$ cat src/rtl/fp_as_issue_queue.sv
// Operand issue queue in front of the single-precision add/sub datapath.
// Buffers {a, b, sub} pairs in a first-word-fall-through FIFO. Each pair is
// classified as it is accepted, and the flags are stored with the entry.
// Each accepted pair also gets a sequence tag.
module fp_as_issue_queue #(
   parameter int DEPTH = 4,
   parameter int AW    = 2,
   parameter int TAG_W = 4
) (
   input  logic             clk,
   input  logic             rst,
   input  logic             flush,
   input  logic             in_valid,
   output logic             in_ready,
   input  logic [31:0]      in_a,
   input  logic [31:0]      in_b,
   input  logic             in_sub,
   output logic             out_valid,
   input  logic             out_ready,
   output logic [31:0]      out_a,
   output logic [31:0]      out_b,
   output logic             out_sub,
   output logic             out_eff_sub,
   output logic             out_exc,
   output logic             out_zero_a,
   output logic             out_zero_b,
   output logic [TAG_W-1:0] out_tag,
   output logic [AW:0]      count
);

   localparam logic [AW:0] FULL = (AW+1)'(DEPTH);

   typedef struct packed {
      logic [31:0]      a;
      logic [31:0]      b;
      logic             sub;
      logic             eff_sub;
      logic             exc;
      logic             zero_a;
      logic             zero_b;
      logic [TAG_W-1:0] tag;
   } entry_t;

   entry_t           mem [DEPTH];
   entry_t           new_entry;
   entry_t           head;
   logic [AW-1:0]    wr_ptr;
   logic [AW-1:0]    rd_ptr;
   logic [TAG_W-1:0] tag_cnt;
   logic             blank;
   logic             push;
   logic             pop;

   // Ready and valid depend only on the registered occupancy.
   // This keeps in_valid away from out_valid and out_ready away from in_ready.
   assign in_ready  = (count != FULL);
   assign out_valid = (count != '0);
   assign push      = in_valid & in_ready;
   assign pop       = out_valid & out_ready;

   // Classify the incoming pair now; the flags are never recomputed later.
   always_comb begin
      new_entry         = '0;
      new_entry.a       = in_a;
      new_entry.b       = in_b;
      new_entry.sub     = in_sub;
      new_entry.eff_sub = in_sub ^ in_a[31] ^ in_b[31];
      new_entry.exc     = (in_a[30:23] == 8'hFF) | (in_b[30:23] == 8'hFF);
      new_entry.zero_a  = (in_a[30:0] == 31'd0);
      new_entry.zero_b  = (in_b[30:0] == 31'd0);
      new_entry.tag     = tag_cnt;
   end

   // Storage write. The array itself is never reset.
   always_ff @(posedge clk) begin
      if (!rst && !flush && push)
         mem[wr_ptr] <= new_entry;
   end

   // Pointers, occupancy, tag counter and the post-reset blanking flag.
   always_ff @(posedge clk) begin
      if (rst) begin
         wr_ptr  <= '0;
         rd_ptr  <= '0;
         count   <= '0;
         tag_cnt <= '0;
         blank   <= 1'b1;
      end else begin
         // A push in the flush cycle drops the entry but still uses up its tag.
         if (push)
            tag_cnt <= tag_cnt + TAG_W'(1);
         if (flush) begin
            wr_ptr <= '0;
            rd_ptr <= '0;
            count  <= '0;
         end else begin
            if (push) begin
               wr_ptr <= wr_ptr + AW'(1);
               blank  <= 1'b0;
            end
            if (pop)
               rd_ptr <= rd_ptr + AW'(1);
            if (push && !pop)
               count <= count + (AW+1)'(1);
            else if (pop && !push)
               count <= count - (AW+1)'(1);
         end
      end
   end

   // Until the first entry is stored, present zeros instead of uninitialised storage.
   always_comb begin
      head = mem[rd_ptr];
      if (blank)
         head = '0;
   end

   assign out_a       = head.a;
   assign out_b       = head.b;
   assign out_sub     = head.sub;
   assign out_eff_sub = head.eff_sub;
   assign out_exc     = head.exc;
   assign out_zero_a  = head.zero_a;
   assign out_zero_b  = head.zero_b;
   assign out_tag     = head.tag;

endmodule

$ cat config.mk
export PLATFORM = sky130hd
export DESIGN_NAME = fp_as_issue_queue
export DESIGN_NICKNAME = d
export VERILOG_FILES = /design/src/rtl/fp_as_issue_queue.sv
export SDC_FILE = /design/constraint.sdc
export NUM_CORES = 1
export LEC_CHECK = 0
export CAP_MARGIN = 5
export CORE_MARGIN = 3
export CORE_UTILIZATION = 39
export CTS_CLUSTER_SIZE = 14
export DETAILED_ROUTE_END_ITERATION = 8
export HOLD_SLACK_MARGIN = 0.03
export SYNTH_ARGS = -nofsm -noshare
export SYNTH_HDL_FRONTEND = slang
export SYNTH_SLANG_ARGS = --single-unit
$ cat constraint.sdc
create_clock -name clk -period 7.3 [get_ports clk]
set_input_delay 0.73 -clock clk [delete_from_list [all_inputs] [get_ports clk]]
set_output_delay 0.73 -clock clk [all_outputs]
set_load 0.005 [all_outputs]
# == After elaboration in Yosys (flattened, before gate mapping) ==
# Memory sizes are Yosys's and may differ from the RTL's. A register that Yosys moved wholly into a read port is not among the register bits.
# Index checks and enable logic that the tools add are counted.
# totals
input_bits,70
output_inout_bits,78
register_bits,12
n_memories,1
ramBits,292
# op_classes
bitwise,6
eq_ne,3
n_mux,7
n_reduce_logical,14
n_addsub,5
# mem_list
memory,words,width,rd,rd_clocked_by_memory_dff,write_ports,line_no,rtl
mem,4,73,1,1,1,44,entry_t mem [DEPTH];
# op_table
op,n
$mux W73,1
$logic_not A31 Y1,2
$eq A8 B8 Y1 const B,2
$mux W3,2
$add A2 B1 Y2 const B,2
$add A4 B1 Y4 const B,1
$logic_and A1 B1 Y1,4
$logic_not A1 Y1,4
$mux W2,2
$add A3 B1 Y3 const B,1
$ne A3 B3 Y1 const B,1
$reduce_bool A3 Y1,1
$sub A3 B1 Y3 const B,1
$and A1 B1 Y1,2
$mux W1,2
$reduce_and A2 Y1,1
$reduce_bool A2 Y1,1
$reduce_or A2 Y1,1
$xor A1 B1 Y1,2
$not A1 Y1,1
$or A1 B1 Y1,1

# == Longest topological paths before layout ==
# depth
ltp_word,6
ltp_mapped,8

# == Worst setup path before layout ==
# OpenSTA, ideal clock, no wires.
# synth_path
path_kind,input to register
start,input port in_valid
end,"memory mem[0][0] in the netlist's numbering, enable pin"
setup_slack_ns,4.006
setup_ns,0.439
path_buffers,0
stages,3
t_arrival_ns,2.854
required_time_ns,6.861
cell_sequence,inv_1 -> nor2_1 -> and3_1
# synth_between
elab_chain_len,4
# synth_rtl
item,line_no,rtl
"start, declared",13,"input logic in_valid,"
$and A1 B1 Y1,58,assign push = in_valid & in_ready;
net push,51,logic push;
$logic_and A1 B1 Y1,76,if (!rst && !flush && push)
$mux W1,76,
$mux W1 (not written as such),77,mem[wr_ptr] <= new_entry;
"end, declared",44,
# The timed path passes the listed nets, and every way through them passes these cells.

==> metrics.log <==
[metrics] hold path start: wr_ptr[0]$_SDFFE_PP0P_
[metrics] die height: 181 microns
[metrics] TritonCTS clock tree: yes
[metrics] Port Buffers: 147
[metrics] die span in x: 181 microns
[metrics] Initial Utilization: 39.9%
[metrics] TritonRoute pass-1 iters: 4
[metrics] final standard cell utilization of the core: 49.7%
[metrics] dpl cell area: 13700 sq um
[metrics] post-synthesis compound-gate area fraction: 0.790%
[metrics] adder-cell share of the synthesized area: 0.801%
[metrics] Post-Route Skew: 0.00911 ns
[metrics] drt drc: 0
[metrics] number of global-route vias before repair: 6456
[metrics] number of I/O pins: 148
[metrics] total routed wirelength: 24.6 mm
[metrics] number of levels in the clock H-tree: 2
[metrics] Worst Max-Slew Pin Slew: 1.16 ns
[metrics] register area share after synthesis: 76.2%
[metrics] area leader, netlist: sky130_fd_sc_hd__edfxtp_1
[metrics] most numerous cell types in the synthesized netlist: 292 x sky130_fd_sc_hd__edfxtp_1, 73 x sky130_fd_sc_hd__mux4_2, 73 x sky130_fd_sc_hd__nor2b_1
[metrics] crit end category: primary output
[metrics] number of distinct standard cells referenced by the synthesized netlist: 28
[metrics] Syn Std Cell Area: 11900 sq um
[metrics] average routed wire per standard cell: 21.5 microns
[metrics] number of standard cells after synthesis: 564
[metrics] Setup Total Neg Slack: 0 ns
[metrics] Detailed Route Iter0 Violations: 417
[metrics] share of final-layout standard cells stronger than drive strength 1: 18.0%
[metrics] number of enable-type register cells in the synthesized netlist: 292
[metrics] Max Buffers Root-to-Sink: 3
[metrics] dominant cells by area after synthesis: sky130_fd_sc_hd__edfxtp_1 74%, sky130_fd_sc_hd__mux4_2 14%, sky130_fd_sc_hd__nor2b_1 3.8%, sky130_fd_sc_hd__dfxtp_1 2.4%, sky130_fd_sc_hd__buf_6 0.76%
[metrics] worst skew pair latency: 0.49 ns
[metrics] worst path required time: 6.57 ns
[metrics] share of synthesized area spent on multiplexers: 13.9%
[metrics] Crit Path Category: flip-flop to primary output
[metrics] synthesized area per cell: 21.1 sq um
[metrics] Max-Cap Viols: 0
[metrics] number of hold violations in the final report: 0
[metrics] Final Wtd Congestion: 0.742
[metrics] clock transition at the register clock pins on the worst setup and hold paths after CTS: 0.06 ns
[metrics] R2R Path End: mem[0][14]$_DFFE_PP_
[metrics] Core ar.: 29800 sq um
[metrics] FP Rows: 63
[metrics] startpoint type of the worst setup path: flip-flop
[metrics] CTS sink count: 306
[metrics] Inserted Clock Buffers: 34
[metrics] Global Route Usage Sum: 15.2%
[metrics] final slew viol count: 0
[metrics] post-cts gate resize count: 0
[metrics] Via Count: 5944
[metrics] #FFs+latches synth: 306
[metrics] XOR/XNOR share of the synthesized area: 0.442%
[metrics] antenna diode count: 0
[metrics] share of flip-flops with an asynchronous set or reset: 0%
[metrics] share of Yosys cell area claimed by the top area cell type: 73.8%
[metrics] dominant register cell in the synthesized netlist: sky130_fd_sc_hd__edfxtp_1
[metrics] area share of and/or/nand/nor cells after synthesis: 6.31%
[metrics] most repeated cell in the gate-level netlist after synthesis: sky130_fd_sc_hd__edfxtp_1
[metrics] ratio of final minimum period to clock period: 56.4%
[metrics] Pwr per Cell Area: 259 nW/um^2
[metrics] final net count: 805
[metrics] finished layout cell area: 14800 sq um
[metrics] grt ovf: 0
[metrics] CTS Root Cell: sky130_fd_sc_hd__clkbuf_16
[metrics] time the final worst path needs with I/O delays and setup: 4.12 ns
[metrics] instance count along the most critical hold path: 2
[metrics] unrepaired setup endpoints after global routing: no
[metrics] Endpoint, Worst Hold: wr_ptr[0]$_SDFFE_PP0P_
[metrics] maximum vdd drop: 200 uV
[metrics] maximum number of pins on one net before global-route repair: 75
[metrics] initial antenna violation count: 2
[metrics] count of buffers added by post-CTS timing repair for setup: 0
[metrics] Total Die Area: 32600 sq um
[metrics] Detail Placement HPWL: 14.3 mm
[metrics] top achievable clock speed: 243 MHz
[metrics] Final Setup Violations: 0
[metrics] Hold WC Path Type: flip-flop to flip-flop
[metrics] number of nets produced by synthesis: 641
[metrics] internal reg-to-reg setup slack: 4.52 ns
[metrics] CP arrival: 3.39 ns
[metrics] vias per std cell: 5.21
[metrics] overall power: 0.00383 W
[metrics] dominant combinational cell family by area after synthesis: multiplexers
[metrics] layout-stage area growth over the synthesis result: 24.7%
[metrics] first-pass GRT wire length: 38.6 mm
[metrics] critical path peak fanout: 50
[metrics] startpoint of the most critical register-to-register path: count[0]$_SDFFE_PP0P_
[metrics] number of nets still failing antenna checks after routing: 0
[metrics] outcome: finished clean
[metrics] number of cells on the worst reg-to-reg path: 4
[metrics] static leakage power: 4.56 nW
[metrics] relative slew slack: 22.8%
[metrics] Final Non-Filler Cells: 1141
[metrics] cts-stage hold buffer count: 0
[metrics] number of warnings reported in the yosys synthesis log: 0
[metrics] cell count after placement: 1082
==> layout make-up <==
| type | instances | area (sq um) |
|---|---|---|
| clock buffer | 42 | 902 |
| clock inverter | 17 | 160 |
| fill | 2455 | 15000 |
| inverter | 5 | 18.8 |
| multi-input combinational | 228 | 2670 |
| sequential | 306 | 9060 |
| tap | 390 | 488 |
| timing repair buffer | 153 | 1520 |
==> metal layers <==
layer,GRT usage (%),share of wire [%],vias to the layer above,routed length [microns]
li1,-,-,2636,-
met1,21.2,44,3073,10900
met2,24.7,48,186,11800
met3,3.49,6.1,45,1510
met4,3.41,1.6,4,396
met5,0,0.11,-,27
==> how the worst max path moves through the flow <==
stage / start / endpoint / slack (ns) / depth (start not counted)
2_1_floorplan: in_valid / mem[0][0]$_DFFE_PP_ / 4.01 / 3
3_3_place_gp: flip-flop / out_a[31] / 3.58 / 4
3_5_place_dp: flip-flop / out_a[31] / 3.53 / 4
4_1_cts: flip-flop / out_a[31] / 3.00 / 4
5_1_grt: flip-flop / out_a[31] / 2.84 / 4
6_report: flip-flop / out_a[31] / 3.18 / 4
==> state kept, by name, summed over array words and instances (netlist names), named ones only <==
name,flops
count,3
rd_ptr,2
wr_ptr,2
tag_cnt,4
mem,292
blank,1
==> cells by family after synthesis <==
kind of cell / Yosys count
flip-flops: 306
AND/OR/NAND/NOR: 124
multiplexers: 74
buffers and inverters: 30
AO/OA/AOI/OAI: 17
adder cells (fa/ha/maj): 7
XOR/XNOR: 6
==> layout by cell type (no fill, tap or decap), drive strengths merged, types with 3 or more instances in the layout <==
cell,Yosys,final
mux4,73,73
ha,6,6
inv,5,6
nor2b,73,73
o21ai,7,7
nand4,10,10
clkinv,0,13
bufinv,0,3
dfxtp,14,14
or3,5,5
a21oi,7,7
clkdlybuf4s50,0,147
edfxtp,292,292
clkbuf,10,42
xor2,4,4
nor2,10,10
and3,4,4
buf,15,6
nor4,14,14
==> critical path, stage by stage (launching register included) <==
cell and delay, ns:
sky130_fd_sc_hd__dfxtp_4 1.05, sky130_fd_sc_hd__buf_4 0.58, sky130_fd_sc_hd__mux4_2 0.56, sky130_fd_sc_hd__nor2b_1 0.17, sky130_fd_sc_hd__clkdlybuf4s50_1 0.50
==> per-stage QoR <==
| step | setup WS, ns | hold WS, ns |
|---|---|---|
| after floorplan | 4.01 | 0.469 |
| after global placement | 3.58 | 0.506 |
| after detailed placement | 3.53 | 0.504 |
| after CTS | 3.00 | 0.519 |
| after global routing | 2.84 | 0.536 |
| final | 3.18 | 0.521 |
==> where the power goes <==
| part | total [W] | internal (W) | switching [W] |
|---|---|---|---|
| registers | 0.00198 | 0.00195 | 0.0000342 |
| clock network | 0.00162 | 0.000982 | 0.000635 |
| logic | 0.000232 | 0.000138 | 0.0000935 |
| total | 0.00383 | 0.00307 | 0.000762 |
(Power assumes the default switching activity.)
==> RTL change 1 (same settings) <==
Set the parameter `DEPTH` to 8 (it was 4).
--- a/src/rtl/fp_as_issue_queue.sv
+++ b/src/rtl/fp_as_issue_queue.sv
@@ -4,5 +4,5 @@
 // Each accepted pair also gets a sequence tag.
 module fp_as_issue_queue #(
-   parameter int DEPTH = 4,
+   parameter int DEPTH = 8,
    parameter int AW    = 2,
    parameter int TAG_W = 4
Formal check against the unedited RTL: not equivalent (a bounded check fails within 4 cycles, from zero or initial values and one cycle with rst high).
==> RTL change 1 against the unedited design <==
Synthesized area barely moved; routed wire length is 1.3% lower; global-route usage down 0.30 points; die area hardly changed; setup slack lost 0.091 ns; sequential cell count stayed put; critical path depth is the same; cell area decreased by 0.71%; largest cell class unchanged.
Power is not compared: it rests on default switching activity, and its combinational part moved more than twofold at a synthesized area within 25%.
==> RTL change 1: results <==
group,metric,value,unit
hold_path,hold_depth,0,
clock_network,h-tree-depth,1,
global_routing,track_usage,14.9,%
route,drt_pass1_iterations,5,
global_routing,grt_pass1_vias,6569,
route,via_count,5866,
route,drtIter0Drc,322,
global_routing,globalRouteMet1Util,20.5,%
critical_path,r2r_cells,3,
clock_network,ctsResizeCount,0,
placed_design,place_ws,3.52,ns
critical_path,r2r_slack,4.74,ns
global_routing,antenna_found_initial,0,
synthesis,synth_area_leaders,"edfxtp_1 (74%), mux4_2 (14%), nor2b_1 (3.9%)",
hold_path,hold_start,"tag_cnt[3]",
global_routing,grt_pass1_wl,38300,um
finish,final_nets,794,
global_routing,grt_util_met2,25.3,%
clock_network,clk-insertion-delay-late,0.55,ns
global_routing,met3_usage,2.66,%
critical_path,crit_path_max_incr_delay,0.98,ns
route,totalWireLength,24300,um
hold_path,holdPathEnd,"mem[0][3]",
synthesis,synth_commonest_cells,"edfxtp_1 (292), nor2b_1 (74), mux4_2 (73)",
outcome,run_status,"finished clean",
synthesis,seq_area_frac_synth,76.2,%
critical_path,timing.rr.end,"mem[1][67]",
finish,layout-drive-gt1-share,17.8,%
timing,slew_headroom,23.3,%
timing,clock_skew,0.0134,ns
synthesis,yosys.cell_types.count,29,
critical_path,crit_fanout,47,
placed_design,hpwlAfterDp,13700,um
clock_network,cts_made_buffers,31,
critical_path,crit_arrival,3.48,ns
==> RTL change 1: cells by family (layout without fill, tap and decap cells) <==
| kind of cell | after synthesis | count (layout) | synth area share, % |
|---|---|---|---|
| multiplexers | 76 | 76 | 14.1 |
| buffers and inverters | 30 | 212 | 1.58 |
| flip-flops | 306 | 306 | 76.2 |
| AO/OA/AOI/OAI | 9 | 9 | 0.516 |
| XOR/XNOR | 9 | 9 | 0.664 |
| adder cells (fa/ha/maj) | 7 | 7 | 0.801 |
| AND/OR/NAND/NOR | 122 | 122 | 6.10 |
==> RTL change 1: how the worst max path moves through the flow <==
stage | from | endpoint | slack (ns)
after floorplan | in_valid | mem[0][0] | 3.99
after global placement | register | out_tag[0] | 3.54
after detailed placement | register | out_tag[0] | 3.52
after CTS | register | out_tag[0] | 2.92
after global routing | register | out_tag[0] | 2.76
final | register | out_tag[0] | 3.09
==> RTL change 1: cell type report <==
type / count / area (um^2)
fill: 2439 / 15100
sequential: 306 / 9060
clock inverter: 21 / 188
tap: 390 / 488
clock buffer: 36 / 795
multi-input combinational: 223 / 2660
timing repair buffer: 152 / 1510
inverter: 3 / 11.3
==> RTL change 1: power by group <==
part | switching, mW | leakage, nW | internal [mW]
sequential | 0.000000000000000330 | 2.75 | 1.92
clock | 0.637 | 0.479 | 0.883
combinational | 0.0335 | 1.21 | 0.0353
==> RTL change 1: stage by stage <==
stage               utilization (%)  std cells  area, um^2  hold slack [ns]
floorplan                         -        559       11900            0.475
global placement               46.1       1074       13700            0.508
detailed placement             46.1       1074       13700            0.530
CTS                            49.4       1131       14700            0.526
global route                   49.4       1131       14700            0.533
finish                         49.4       1131       14700            0.520
==> RTL change 1: layer usage <==
layer,vias to the layer above,share of wire (%)
met1,3047,42
met3,33,5.6
met5,-,0
met2,187,50
li1,2599,-
met4,0,1.7
==> RTL change 2 (same flow settings) <==
Without the edit above. Make the reset (`rst`) asynchronous in one clocked block.
--- a/src/rtl/fp_as_issue_queue.sv
+++ b/src/rtl/fp_as_issue_queue.sv
@@ -79,5 +79,5 @@
 
    // Pointers, occupancy, tag counter and the post-reset blanking flag.
-   always_ff @(posedge clk) begin
+   always_ff @(posedge clk or posedge rst) begin
       if (rst) begin
          wr_ptr  <= '0;
Function: differs if rst is asserted again (counterexample within 4 cycles, from zero or initial values and one cycle with rst high); with rst held inactive, the same outputs for 4 cycles.
==> RTL change 2 against the unedited design <==
First-iteration DRC count rose by 8.6%; cell area rose by 0.75%; die area is 0.65% higher; non-clock buffer count fell by 5; setup slack worse by 0.12 ns; register-to-register slack improved by 0.05 ns; synthesized area up 0.67%; clock skew up 0.0013 ns; fmax is 2.8% lower; routed wire length rose by 0.41%; cell count about the same; sequential cell count shrank 2; critical endpoint is now out_sub.
Power is not compared: it rests on default switching activity, and its combinational part moved more than twofold at a synthesized area within 25%.
==> RTL change 2: results <==
group,metric,value,unit
finish,multi_input_gates,230,
timing,slew_headroom,20.5,%
synthesis,synth_compound_area_share,0.963,%
pwr,switching_share,22.5,%
placed_design,place_ws,3.44,ns
synthesis,ys_async_sr_fraction,3.95,%
synthesis,synth_commonest_cells,"edfxtp_1 (292), mux4_2 (73), nor2b_1 (73), nor4_1 (14), dfrtp_1 (11)",
placed_design,port_buffers,147,
finish,multi_input_area_share,18.1,%
clock_network,cts.path.max_buffers,3,
global_routing,grt_pass1_vias,6673,
global_routing,antenna_found_initial,0,
critical_path,crit_fanout,38,
route,met1_length,10600,um
synthesis,synth_mux_area_share,13.9,%
timing,whs,0.543,ns
finish,buf_share,9.91,%
route,drtIter0Drc,453,
hold_path,hold_depth,1,
critical_path,r2r_slack,4.57,ns
timing,clock_skew,0.0104,ns
finish,seq_share,60.9,%
global_routing,track_usage,15.1,%
route,via_count,5991,
floorplanning,die_w,181,um
finish,multi_input_comb_area,2700,um^2
synthesis,synth-adder-area-share,0.691,%
synthesis,synth_top_family_by_area,"multiplexers",
finish,n_all_inverters,6,
outcome,run_status,"finished clean",
synthesis,seq_area_frac_synth,75.9,%
global_routing,grt_util_met2,25.7,%
global_routing,grt_pass1_wl,38600,um
synthesis,synth_nets,645,
global_routing,met3_usage,3.62,%
finish,final_nets,800,
global_routing,globalRouteMet1Util,20.0,%
finish,nFillCells,2472,
placed_design,placed_area,13800,um^2
critical_path,crit_arrival,3.50,ns
synthesis,syn_area_per_cell,21.0,um^2
synthesis,synth_area_leaders,"edfxtp_1 (73%), mux4_2 (14%), nor2b_1 (3.8%)",
route,met3_length,1470,um
synthesis,synth-xor-area-share,0.659,%
timing,max_freq,236,MHz
finish,n_sequential_cell,304,
placed_design,dp_cells,1078,
synthesis,yosys.cell_types.count,40,
finish,buffers,148,
finish,n_clock_buffer,51,
finish,layout-drive-gt1-share,17.9,%
route,top_layer_used,"met4",
route,wl_met2,12200,um
route,avgRoutedWirePerCell,21.7,um
placed_design,gp_congestion,0.695,
hold_path,hold_class,"reg2reg",
placed_design,hpwlAfterDp,14200,um
critical_path,cp_slowest_cell,"dfrtp_4",
finish,final_cells,1140,
finish,clk_share,7.73,%
[RTL change 2: logic make-up (layout without fill, tap and decap cells)]
group	after synthesis	after routing
buffers and inverters	35	216
AO/OA/AOI/OAI	17	17
multiplexers	75	75
flip-flops	304	304
AND/OR/NAND/NOR	123	123
adder cells (fa/ha/maj)	6	6
XOR/XNOR	9	9
[RTL change 2: power groups by stage]
stage / clock [mW] / combinational, mW / sequential, mW
after floorplan: 0 / 0.538 / 2.06
after global placement: 0 / 0.852 / 2.14
after detailed placement: 0 / 0.862 / 2.15
after CTS: 1.76 / 0.868 / 2.11
after global routing: 1.84 / 0.921 / 2.12
final: 1.72 / 0.848 / 2.10
[RTL change 2: final timing paths]
check / startpoint / to
worst max-delay path: rd_ptr[0] / out_sub
max in group asynchronous: rst / rd_ptr[0]
worst min register to register: tag_cnt[3] / tag_cnt[3]
worst max register to register: count[2] / mem[0][61]
min in group asynchronous: rst / count[2]
worst min-delay path: tag_cnt[3] / tag_cnt[3]
